### src/rtl/xadc_pkg.sv
// Shared definitions for the XADC DRP arbiter and its requesters.
//   - FSM state encoding of the arbiter
//   - DRP address/data widths and the payload struct latched on grant
//   - XADC register addresses that requesters commonly poll
package xadc_pkg;

  localparam int unsigned DrpAddrW = 7;
  localparam int unsigned DrpDataW = 16;

  typedef logic [DrpAddrW-1:0] drp_addr_t;
  typedef logic [DrpDataW-1:0] drp_data_t;

  typedef enum logic [1:0] {
    StIdle  = 2'd0,
    StIssue = 2'd1,
    StWait  = 2'd2,
    StResp  = 2'd3
  } drp_state_e;

  // Payload captured from the granted requester.
  typedef struct packed {
    drp_addr_t addr;
    logic      we;
    drp_data_t wdata;
  } drp_req_t;

  // XADC status registers (read-only measurement results).
  localparam drp_addr_t XadcAddrTemp    = 7'h00;
  localparam drp_addr_t XadcAddrVccint  = 7'h01;
  localparam drp_addr_t XadcAddrVccaux  = 7'h02;
  localparam drp_addr_t XadcAddrVpVn    = 7'h03;
  localparam drp_addr_t XadcAddrVrefp   = 7'h04;
  localparam drp_addr_t XadcAddrVrefn   = 7'h05;
  localparam drp_addr_t XadcAddrVccbram = 7'h06;
  localparam drp_addr_t XadcAddrVaux0   = 7'h10;
  localparam drp_addr_t XadcAddrFlag    = 7'h3F;
  // Configuration register 2 (clock divider / power-down).
  localparam drp_addr_t XadcAddrCfg2    = 7'h42;

endpackage

### src/rtl/xadc_drp_arbiter.sv
// Two-requester round-robin arbiter in front of the XADC DRP port.
//
// One DRP transaction is outstanding at a time: IDLE grants and latches a
// request, ISSUE pulses DEN, WAIT waits for DRDY (or a timeout), RESP pulses
// the grantee's rsp_valid and returns to IDLE.
//
// Ports:
//   clk, rst                  DRP clock, asynchronous active-high reset
//   reqN_valid/ready          request handshake (ready is a one-cycle accept)
//   reqN_addr/we/wdata        request payload, held stable until ready
//   rspN_valid/data/err       completion pulse; data/err hold until next RESP
//   DADDR/DEN/DWE/DI/DO/DRDY  XADC DRP interface
//   busy                      high whenever the FSM is not idle
module xadc_drp_arbiter
  import xadc_pkg::*;
#(
  parameter int unsigned TIMEOUT_CYCLES = 64
) (
  input  logic                clk,
  input  logic                rst,

  input  logic                req0_valid,
  output logic                req0_ready,
  input  logic [DrpAddrW-1:0] req0_addr,
  input  logic                req0_we,
  input  logic [DrpDataW-1:0] req0_wdata,

  input  logic                req1_valid,
  output logic                req1_ready,
  input  logic [DrpAddrW-1:0] req1_addr,
  input  logic                req1_we,
  input  logic [DrpDataW-1:0] req1_wdata,

  output logic                rsp0_valid,
  output logic [DrpDataW-1:0] rsp0_data,
  output logic                rsp0_err,

  output logic                rsp1_valid,
  output logic [DrpDataW-1:0] rsp1_data,
  output logic                rsp1_err,

  output logic [DrpAddrW-1:0] DADDR,
  output logic                DEN,
  output logic                DWE,
  output logic [DrpDataW-1:0] DI,
  input  logic [DrpDataW-1:0] DO,
  input  logic                DRDY,

  output logic                busy
);

  localparam int unsigned CntW = $clog2(TIMEOUT_CYCLES + 1);
  // The counter starts at 0 in the first WAIT cycle, so the cycle in which it
  // steps to TIMEOUT_CYCLES is the last WAIT cycle: RESP then lands exactly
  // TIMEOUT_CYCLES cycles after WAIT was entered.
  localparam logic [CntW-1:0] CntLast = CntW'(TIMEOUT_CYCLES - 1);

  drp_state_e state_q, state_d;

  drp_req_t        pay_q, pay_d;
  logic            grantee_q, grantee_d;
  logic            last_q, last_d;
  logic [CntW-1:0] cnt_q, cnt_d;

  logic [DrpDataW-1:0] rsp0_data_q, rsp0_data_d;
  logic [DrpDataW-1:0] rsp1_data_q, rsp1_data_d;
  logic                rsp0_err_q, rsp0_err_d;
  logic                rsp1_err_q, rsp1_err_d;

  logic any_req;
  logic grant_id;
  logic timeout;
  logic wait_done;

  // Round-robin: on contention the requester not granted last wins.
  assign any_req   = req0_valid | req1_valid;
  assign grant_id  = (req0_valid && req1_valid) ? ~last_q : req1_valid;
  assign timeout   = (cnt_q == CntLast);
  // DRDY takes priority over a coincident timeout.
  assign wait_done = DRDY | timeout;

  // State register.
  always_ff @(posedge clk or posedge rst) begin
    if (rst) begin
      state_q <= StIdle;
    end else begin
      state_q <= state_d;
    end
  end

  // Next-state logic.
  always_comb begin
    state_d = state_q;
    unique case (state_q)
      StIdle:  if (any_req) state_d = StIssue;
      StIssue: state_d = StWait;
      StWait:  if (wait_done) state_d = StResp;
      StResp:  state_d = StIdle;
      default: state_d = StIdle;
    endcase
  end

  // Output logic.
  always_comb begin
    req0_ready = 1'b0;
    req1_ready = 1'b0;
    rsp0_valid = 1'b0;
    rsp1_valid = 1'b0;
    DEN        = 1'b0;
    DADDR      = '0;
    DWE        = 1'b0;
    DI         = '0;
    busy       = 1'b0;
    unique case (state_q)
      StIdle: begin
        // Gate with rst: state is already IDLE during reset, but ready must
        // stay low while reset is held.
        req0_ready = !rst && any_req && !grant_id;
        req1_ready = !rst && any_req &&  grant_id;
      end
      StIssue: begin
        busy  = 1'b1;
        DEN   = 1'b1;
        DADDR = pay_q.addr;
        DWE   = pay_q.we;
        DI    = pay_q.wdata;
      end
      StWait: begin
        busy  = 1'b1;
        DADDR = pay_q.addr;
        DWE   = pay_q.we;
        DI    = pay_q.wdata;
      end
      StResp: begin
        busy       = 1'b1;
        DADDR      = pay_q.addr;
        DWE        = pay_q.we;
        DI         = pay_q.wdata;
        rsp0_valid = !grantee_q;
        rsp1_valid =  grantee_q;
      end
      default: ;
    endcase
  end

  assign rsp0_data = rsp0_data_q;
  assign rsp1_data = rsp1_data_q;
  assign rsp0_err  = rsp0_err_q;
  assign rsp1_err  = rsp1_err_q;

  // Datapath next-state: grant latch, timeout counter, response capture.
  always_comb begin
    pay_d       = pay_q;
    grantee_d   = grantee_q;
    last_d      = last_q;
    cnt_d       = '0;
    rsp0_data_d = rsp0_data_q;
    rsp1_data_d = rsp1_data_q;
    rsp0_err_d  = rsp0_err_q;
    rsp1_err_d  = rsp1_err_q;

    if (state_q == StIdle && any_req) begin
      grantee_d = grant_id;
      last_d    = grant_id;
      pay_d     = grant_id ? '{addr: req1_addr, we: req1_we, wdata: req1_wdata}
                           : '{addr: req0_addr, we: req0_we, wdata: req0_wdata};
    end

    if (state_q == StWait) begin
      cnt_d = cnt_q + CntW'(1);
      if (wait_done) begin
        if (!grantee_q) begin
          rsp0_data_d = (DRDY && !pay_q.we) ? DO : '0;
          rsp0_err_d  = !DRDY;
        end else begin
          rsp1_data_d = (DRDY && !pay_q.we) ? DO : '0;
          rsp1_err_d  = !DRDY;
        end
      end
    end
  end

  always_ff @(posedge clk or posedge rst) begin
    if (rst) begin
      pay_q       <= '0;
      grantee_q   <= 1'b0;
      // Pointing at requester 1 lets requester 0 win the first contention.
      last_q      <= 1'b1;
      cnt_q       <= '0;
      rsp0_data_q <= '0;
      rsp1_data_q <= '0;
      rsp0_err_q  <= 1'b0;
      rsp1_err_q  <= 1'b0;
    end else begin
      pay_q       <= pay_d;
      grantee_q   <= grantee_d;
      last_q      <= last_d;
      cnt_q       <= cnt_d;
      rsp0_data_q <= rsp0_data_d;
      rsp1_data_q <= rsp1_data_d;
      rsp0_err_q  <= rsp0_err_d;
      rsp1_err_q  <= rsp1_err_d;
    end
  end

endmodule

### config.mk
export PLATFORM = sky130hd
export DESIGN_NAME = xadc_drp_arbiter
export DESIGN_NICKNAME = d
export VERILOG_FILES = /design/src/rtl/xadc_pkg.sv /design/src/rtl/xadc_drp_arbiter.sv
export SDC_FILE = /design/constraint.sdc
export NUM_CORES = 1
export LEC_CHECK = 0
export ABC_AREA = 0
export CORE_MARGIN = 3
export CORE_UTILIZATION = 25
export DETAILED_ROUTE_END_ITERATION = 10
export SLEW_MARGIN = 20
export SYNTH_ARGS = -nofsm -noshare
export SYNTH_HDL_FRONTEND = slang
export SYNTH_SLANG_ARGS = --single-unit
### constraint.sdc
create_clock -name clk -period 2.3 [get_ports clk]
set_input_delay 0.345 -clock clk [delete_from_list [all_inputs] [get_ports clk]]
set_output_delay 0.345 -clock clk [all_outputs]
set_load 0.05 [all_outputs]
; Word-level counts from Yosys, hierarchy flattened
; Cells that the tools add are included.
[op_classes]
add_sub_neg = 1
n_eq_ne = 6
shifts = 0
mux = 16
bitwise_logic = 4
div = 0
n_reduce_logical = 16
magnitude_cmp = 0
n_mul = 0
[ops]
columns = operator, n
row1 = $mux W16, 2
row2 = $mux W24, 1
row3 = $mux W7, 2
row4 = $mux W1, 8
row5 = $pmux W2 S4, 1
row6 = $add A7 B1 Y7 const B, 1
row7 = $eq A7 B6 Y1 const B, 1
row8 = $logic_and A1 B1 Y1, 6
row9 = $reduce_and A3 Y1, 2
row10 = $logic_not A1 Y1, 5
row11 = $eq A2 B2 Y1 const B, 2
row12 = $mux W2, 2
row13 = $ne A2 B2 Y1 const B, 2
row14 = $reduce_or A3 Y1, 1
row15 = $eq A2 B1 Y1 const B, 1
row16 = $logic_not A2 Y1, 1
row17 = $not A1 Y1, 2
row18 = $or A1 B1 Y1, 2
row19 = $reduce_and A2 Y1, 1
[word_totals]
mem_bits_rw = 0
output_inout_bits = 64
mem_count = 0
regBits = 69
input_bits = 69
word_cells = 54
latchBits = 0
mem_bits_ro = 0

; Depth between registers and ports, before layout
; Gate-level depths: netlist of the first run.
[logic_depth]
ltp_word = 5
ltp_mapped = 6
ltp_nobuf = 5

; Least setup slack after synthesis of the first run
; OpenSTA, ideal clock, no wires.
[synth_timing]
kind = register to output
startpoint = reg state_q[0]
endpoint = out req0_ready
arrival_ps = 2109
path_stages_with_launch = 6
t_required_ps = 1955
path_buffers = 1
setup_slack_ps = -154
cell_sequence = dfrtp_1 inv_1 ha_1 o21ai_1 clkbuf_1 nor3_1
[synth_via]
elab_chain_cells = 2
[synth_rtl]
columns = item, line_no
row1 = "start, declared", xadc_drp_arbiter.sv:58  ; drp_state_e state_q, state_d;
row2 = "start signal, assigned", xadc_drp_arbiter.sv:85  ; state_q <= StIdle;
row3 = "start signal, assigned", xadc_drp_arbiter.sv:87  ; state_q <= state_d;
row4 = $logic_not A2 Y1, xadc_drp_arbiter.sv:114  ; unique case (state_q)
row5 = $mux W1, xadc_drp_arbiter.sv:114
row6 = "end, declared", xadc_drp_arbiter.sv:23  ; output logic req0_ready,
; Every way passes these cells.

; Final worst setup path of the first run
[layout_timing]
startpoint = reg state_q[0]
endpoint = out rsp0_valid
[layout_via]
elab_chain_cells = 2
[layout_rtl]
columns = item, line_no
row1 = $eq A2 B2 Y1, xadc_drp_arbiter.sv:114
row2 = $mux W1, xadc_drp_arbiter.sv:114
row3 = "end, declared", xadc_drp_arbiter.sv:34  ; output logic rsp0_valid,
; Every way passes these cells.

==> parameters.txt, run 1 <==
Parameter                              Value

Route
  Via Count ... around 2.6k
  Detailed-route wire length per cell ... about 14 um
  Iteration count of the initial detailed-routing pass ... 4
  Final Routed Wirelength ... about 8.5 mm
  DRC violation count after routing ... 0
  Vias per inst ... 4.392
  Iteration-0 DRC count of the detailed router ... 132
  Remaining number of nets flagged by the antenna check after routing ... 0

Logic synthesis
  Count of distinct cell types in the synthesized netlist ... 33
  Top FF cell, synth ... dfrtp_1
  Synth area leaders ... dfrtp_1 (54%), o2bb2ai_1 (8.9%), mux2i_1 (7.6%)
  Flops & latches, synth ... between 60 and 70
  Post-Syn Area ... 0.003158 mm2
  Synth top area share ... between 50% and 60%
  Number of synthesized flops with an enable pin ... 0
  Synth warnings ... 0
  Async S/R FF share, synth ... 100.0%
  Cell taking the most area after synthesis ... dfrtp_1
  Mean instance size in the synthesized netlist ... 11.12 um2
  Proportion of synthesized chip area in sequential cells ... 54.71%
  Post-synthesis net count ... roughly 360
  Cell count after synthesis ... around 280

Clock network
  Clk_lat worst skew ... 0.33 ns
  Clock-pin transition on the worst setup and hold timing paths ... approximately 0.06 ns
  Deepest level of the CTS H-tree ... 3
  # hold bufs at CTS ... 0
  Setup Buffers After CTS ... 0
  Clock Path Buffers ... 2
  Clock tree from TritonCTS ... yes
  Number of clock buffers inserted by TritonCTS ... 9
  Buffer cell driving the clock tree root ... clkbuf_16
  Post-CTS Resized ... 0
  Clock net sink count ... 69

Pwr
  Total power draw ... slightly above 8 mW
  LEAKAGE ... 2.157 nW
  PD cells ... between 1500 and 2000 mW/mm2
  Peak ir drop on the vdd network ... around 650 uV

STA
  Final Hold Fails ... 0
  Max Freq ... approximately 460 MHz
  Unrepaired setup endpoints after global routing ... no
  Worst-margin pin slew ... just under 0.9 ns
  Number of setup violations in the final report ... 0
  Final slew viol count ... 0
  Period Utilization, post-route ... between 90% and 100%
  Worst-case clock skew ... 0.008338 ns
  Crit path time final ... about 2.2 ns
  Hold_ws ... roughly 0.46 ns
  Setup TNS ... 0 ns
  Max-slew headroom ... about 42%

Cells and area
  Area growth, synth to finish ... 58.52%
  Number of nets at the end of the flow ... 493
  Share of post-route cells with drive strength above 1 ... between 10% and 20%
  FF/Latch Area ... approximately 0.0017 mm2
  Number of fill cells in the layout ... 1,185
  Multi-input combinational cell area ... between 0.001 and 0.0015 mm2
  Antenna diode instance count ... 0

Run
  Maximum capacitance violations ... 0

Die
  Standard-cell row count ... 40
  Floorplan die width ... approximately 120 um
  Count of pins on the block boundary ... roughly 130
  Height of the chip ... 118.4 um
  Die ar. ... ~0.014 mm2
  Initial cell density of the core ... between 20% and 30%
  Core area ... approximately 0.012 mm2

Global routing
  Number of antenna violations at the first check in global routing ... 0
  Wire length of the first global-routing pass ... between 10 and 15 mm
  Overflow after GRT ... 0
  Number of global-route vias before repair ... approximately 2.8k
  Maximum number of pins on one net before global-route repair ... 50
  Global router's overall resource usage ... 12.29%

Worst setup path
  Delay of the slowest critical-path stage ... roughly 0.8 ns
  CP Launch Type ... flop
  Slowest cell on the critical path ... clkdlybuf4s50_1
  Kind of cell with the highest combined delay on the critical path ... buffers and inverters
  Worst setup path class ... flop to output port
  Worst setup EP type ... output port
  Max Fanout on Critical Path ... 4
  Critical path, cell by cell ... ha_1 -> nor2b_1 -> clkdlybuf4s50_1
  Req. time, crit path ... 1.96 ns
  Count of buffering cells on the critical path with inverters included ... 1
  Data arrival time at the worst-slack endpoint ... roughly 1.9 ns

Place
  Final GP Congestion ... approximately 0.74
  Detailed placer's ending HPWL ... ~6.3 mm
  I/O Buffers ... 132

Hold path
  Type of the tightest min-delay check ... flop to flop

Outcome
  Run status ... complete, no violations
through the flow:
| step | util (%) | instances | cell area, um2 | worst slack [ns] |
|---|---|---|---|---|
| after floorplan | - | 284 | 3163 | 0.04208 |
| after global placement | 38.67 | 576 | 4703 | 0.2924 |
| after detailed placement | 38.67 | 576 | 4703 | 0.2020 |
| after CTS | 41.16 | 592 | 5006 | 0.07130 |
| after global routing | 41.16 | 592 | 5006 | 0.002902 |
| final | 41.16 | 592 | 5006 | 0.1062 |
worst register-to-register path: stages (launching register included):
cell and delay, ns:
dfrtp_1 0.37, ha_1 0.22, nand4_2 0.16, or3_4 0.36, a32oi_2 0.25, mux2_1 0.34
where the power goes:
part | switching (mW) | internal, mW | leakage [nW] | total, mW
logic | 3.04 | 1.63 | 1.13 | 4.68
clock network | 0.515 | 0.870 | 0.146 | 1.39
registers | 0.326 | 1.77 | 0.881 | 2.10
total | 3.88 | 4.28 | 2.16 | 8.16
layout make-up:
| class | count | share of cell area (%) |
|---|---|---|
| tap | 168 | 4.199 |
| sequential | 69 | 34.52 |
| clock inverter | 5 | 1.200 |
| inverter | 6 | 0.4499 |
| multi-input combinational | 192 | 27.14 |
| timing repair buffer | 141 | 27.64 |
| clock buffer | 11 | 4.849 |
cells by family after synthesis:
logic type,Yosys count,share of synthesized area (%)
flops,69,54.71
buf+inv,23,3.129
xor+xnor,3,0.8322
mux,25,7.964
compound gates,72,16.28
fa+ha+maj,5,1.981
simple gates,87,15.09
state kept, by name, summed over array words and instances (netlist names):
register,flops
pay_q,24
grantee_q,1
rsp1_err,1
rsp0_data,16
rsp0_err,1
cnt_q,7
last_q,1
state_q,2
rsp1_data,16
cell usage in the layout, fill, tap and decap left out, types with 2 or more instances in the layout:
cell / n
a21boi_1: 2
a21oi_1: 3
a31oi_1: 3
and2_1: 5
buf_12: 5
buf_4: 31
clkbuf_16: 9
clkdlybuf4s50_1: 105
clkinv_4: 2
dfrtp_1: 68
ha_1: 5
inv_1: 3
inv_2: 2
mux2i_1: 24
nand2_1: 29
nand2b_1: 16
nand3_1: 3
nor2_1: 2
nor2b_1: 27
nor3_2: 2
o21ai_1: 26
o2bb2ai_1: 32
xnor2_1: 2
cell usage after synthesis (3+ instances only):
| library cell | n |
|---|---|
| nand2_1 | 29 |
| and2_1 | 5 |
| nand3_1 | 3 |
| a31oi_1 | 3 |
| nand2b_1 | 16 |
| o21ai_1 | 27 |
| mux2i_1 | 24 |
| nor2b_1 | 27 |
| buf_2 | 4 |
| a21boi_1 | 3 |
| inv_1 | 4 |
| clkbuf_1 | 11 |
| dfrtp_1 | 68 |
| o2bb2ai_1 | 32 |
| ha_1 | 5 |
| a21oi_1 | 3 |
metal layers:
layer | vias up | wire length, um | global-route usage, %
met5 | - | 0 | 0
met4 | 0 | 127 | 5.141
li1 | 1268 | - | -
met1 | 1240 | 3712 | 15.21
met2 | 82 | 4187 | 20.40
met3 | 10 | 490 | 3.110
worst paths after layout:
kind | slack [ns] | cells past startpoint | start | to
max in group asynchronous | 1.29 | 3 | rst | rsp1_data[0]
setup / recovery | 0.11 | 3 | state_q[0] | rsp0_valid
setup reg to reg | 0.47 | 5 | cnt_q[0] | state_q[1]
min in group asynchronous | 0.48 | 2 | rst | rsp0_data[13]
hold / removal | 0.46 | 1 | cnt_q[0] | cnt_q[0]
hold reg to reg | 0.46 | 1 | cnt_q[0] | cnt_q[0]
No activity file was read; power rests on OpenSTA's default activity.
==> inputs of run 2 (changes only) <==
CTS_BUF_LIST = sky130_fd_sc_hd__clkbuf_16   (was not set)
==> run 2 against run 1 <==
Compared with the run above:
- critical path depth did not move
- global-route usage unchanged
- largest cell class unchanged
- die area is the same
- routed wire length is essentially flat
- via count is essentially flat
- sequential power barely moved
- setup slack about the same
- combinational power about the same
- first-iteration DRC count is 0.76% lower
- critical path type unchanged
- non-clock buffer count unchanged
- power fell by 0.48%
==> parameters.txt, run 2 (synthesized netlist as in run 1, its figures left out) <==
Parameter                              Value

Global routing
  Overflow after GRT ... 0 (unchanged)
  Global router's overall resource usage ... 12.29% (unchanged)
  Maximum number of pins on one net before global-route repair ... 50 (unchanged)
  Number of global-route vias before repair ... 2,759 (unchanged)
  Wire length of the first global-routing pass ... 13.90 mm (unchanged)
  Number of antenna violations at the first check in global routing ... 0 (unchanged)

Die
  Height of the chip ... 118.4 um (unchanged)
  Floorplan die width ... 118.4 um (unchanged)
  Standard-cell row count ... 40 (unchanged)
  Die ar. ... 0.01402 mm2 (unchanged)
  Count of pins on the block boundary ... 133 (unchanged)
  Core area ... 0.01216 mm2 (unchanged)
  Initial cell density of the core ... 25.97% (unchanged)

Worst setup path
  Critical path, cell by cell ... ha_1 -> nor2b_1 -> clkdlybuf4s50_1
  Req. time, crit path ... 1.96 ns (about the same)
  Delay of the slowest critical-path stage ... 0.81 ns (about the same)
  Slowest cell on the critical path ... clkdlybuf4s50_1
  Kind of cell with the highest combined delay on the critical path ... buffers and inverters
  Max Fanout on Critical Path ... 4 (unchanged)
  Worst setup EP type ... output port
  CP Launch Type ... flop
  Worst setup path class ... flop to output port
  Count of buffering cells on the critical path with inverters included ... 1 (unchanged)
  Data arrival time at the worst-slack endpoint ... 1.85 ns (about the same)

STA
  Unrepaired setup endpoints after global routing ... no
  Number of setup violations in the final report ... 0 (unchanged)
  Worst-case clock skew ... 0.008542 ns (+0.0002041 ns)
  Setup TNS ... 0 ns (unchanged)
  Worst-margin pin slew ... 0.8680 ns (+0.003758 ns)
  Final slew viol count ... 0 (unchanged)
  Crit path time final ... 2.194 ns (+0.00002500 ns)
  Period Utilization, post-route ... 95.38% (about the same)
  Max Freq ... 455.8 MHz (about the same)
  Max-slew headroom ... 41.96% (-0.25 points)
  Final Hold Fails ... 0 (unchanged)

Route
  Iteration-0 DRC count of the detailed router ... 131 (-0.76%)
  Detailed-route wire length per cell ... 14.38 um (about the same)
  Vias per inst ... 4.390 (about the same)
  Final Routed Wirelength ... 8.514 mm (about the same)
  Via Count ... 2,599 (-0.038%)
  Remaining number of nets flagged by the antenna check after routing ... 0 (unchanged)
  Iteration count of the initial detailed-routing pass ... 4 (unchanged)
  DRC violation count after routing ... 0 (unchanged)

Place
  Detailed placer's ending HPWL ... 6.268 mm (unchanged)
  Final GP Congestion ... 0.7383 (unchanged)
  I/O Buffers ... 132 (unchanged)

Cells and area
  Number of fill cells in the layout ... 1,188 (+0.25%)
  Share of post-route cells with drive strength above 1 ... 14.39% (-0.24 points)
  Area growth, synth to finish ... 58.20%
  Most used cells in the layout excluding fill and tap cells ... clkdlybuf4s50_1 (105), dfrtp_1 (68), o2bb2ai_1 (32)
  Antenna diode instance count ... 0 (unchanged)
  Number of nets at the end of the flow ... 493 (unchanged)
  Largest reg by FF count ... pay_q
  Most common cell after layout, fill and taps aside ... clkdlybuf4s50_1
  Flip-flop count of the largest register, all copies and words added ... 24 (unchanged)
  Post-layout utilization of the core ... 41.08% (-0.082 points)

Pwr
  Fraction of power consumed by combinational cells ... 57.6% (+0.3 points)
  PD cells ... 1626 mW/mm2 (-0.28%)
  Total power draw ... 8.122 mW (-0.48%)
  Sw frac ... 47.82% (+0.22 points)
  Clock share of power ... 16.6% (-0.4 points)
  Fraction of power consumed by sequential logic ... 25.8% (about the same)
  LEAKAGE ... 2.155 nW (about the same)
  Switching power ... 3.884 mW (about the same)
  Design internal power ... 4.238 mW (-0.89%)
  Peak ir drop on the vdd network ... 646.1 uV (about the same)

Clock network
  Post-CTS Resized ... 0 (unchanged)
  Clock-pin transition on the worst setup and hold timing paths ... 0.06 ns (about the same)
  Clock Path Buffers ... 2 (unchanged)
  Number of clock buffers inserted by TritonCTS ... 9 (unchanged)
  Deepest level of the CTS H-tree ... 3 (unchanged)
  # hold bufs at CTS ... 0 (unchanged)
  Setup Buffers After CTS ... 0 (unchanged)
  Clk_lat worst skew ... 0.33 ns (about the same)
  Clock tree from TritonCTS ... yes
  Buffer cell driving the clock tree root ... clkbuf_16
  Clock net sink count ... 69 (unchanged)

Outcome
  Run status ... complete, no violations

Hold path
  Type of the tightest min-delay check ... flop to flop

Run
  Maximum capacitance violations ... 0 (unchanged)
run 2: path summary, 6_finish.rpt:
path,start,endpoint,slack [ns],depth (start not counted)
max,state_q[0],rsp0_valid,0.11,3
min,cnt_q[0],cnt_q[0],0.46,1
max reg2reg,cnt_q[0],state_q[1],0.47,5
min reg2reg,cnt_q[0],cnt_q[0],0.46,1
max in group asynchronous,rst,rsp1_data[0],1.29,3
min in group asynchronous,rst,rsp0_data[13],0.48,2
run 2: per-stage QoR:
step,std cells,worst slack (ns),cell area (um2),hold WS [ns]
global placement,576,0.2924,4703,0.4561
detailed placement,576,0.2020,4703,0.4607
finish,592,0.1062,4996,0.4637
floorplan,284,0.04208,3163,0.4150
global route,592,0.002902,4996,0.4907
CTS,592,0.07130,4996,0.4679
run 2: power groups by stage:
stage / registers (mW) / clock network [mW] / logic, mW
floorplan: 3.05 / 0 / 2.18
global placement: 2.09 / 0 / 4.71
detailed placement: 2.10 / 0 / 4.74
CTS: 2.10 / 1.38 / 4.74
global route: 2.17 / 1.45 / 4.96
finish: 2.10 / 1.35 / 4.68
run 2: area by class of cell:
class | count | area [um2] | area share [%]
clock inverters | 7 | 67.56 | 1.352
clock buffers | 9 | 225.2 | 4.508
inverters | 6 | 22.52 | 0.4508
multi-input cells | 192 | 1359 | 27.20
repair buffers | 141 | 1384 | 27.70
well taps | 168 | 210.2 | 4.207
flip-flops and latches | 69 | 1728 | 34.59
run 2: worst register-to-register path, cell delays in order, from the launching register on:
cell,delay [ns]
dfrtp_1,0.37
ha_1,0.22
nand4_2,0.16
or3_4,0.36
a32oi_2,0.25
mux2_1,0.34
run 2: metal layers:
metal	wire length, um	global-route usage, %	vias up
met5	0	0	-
met4	127	5.141	0
met3	490	3.110	10
met2	4191	20.40	82
met1	3704	15.21	1239
li1	-	-	1268
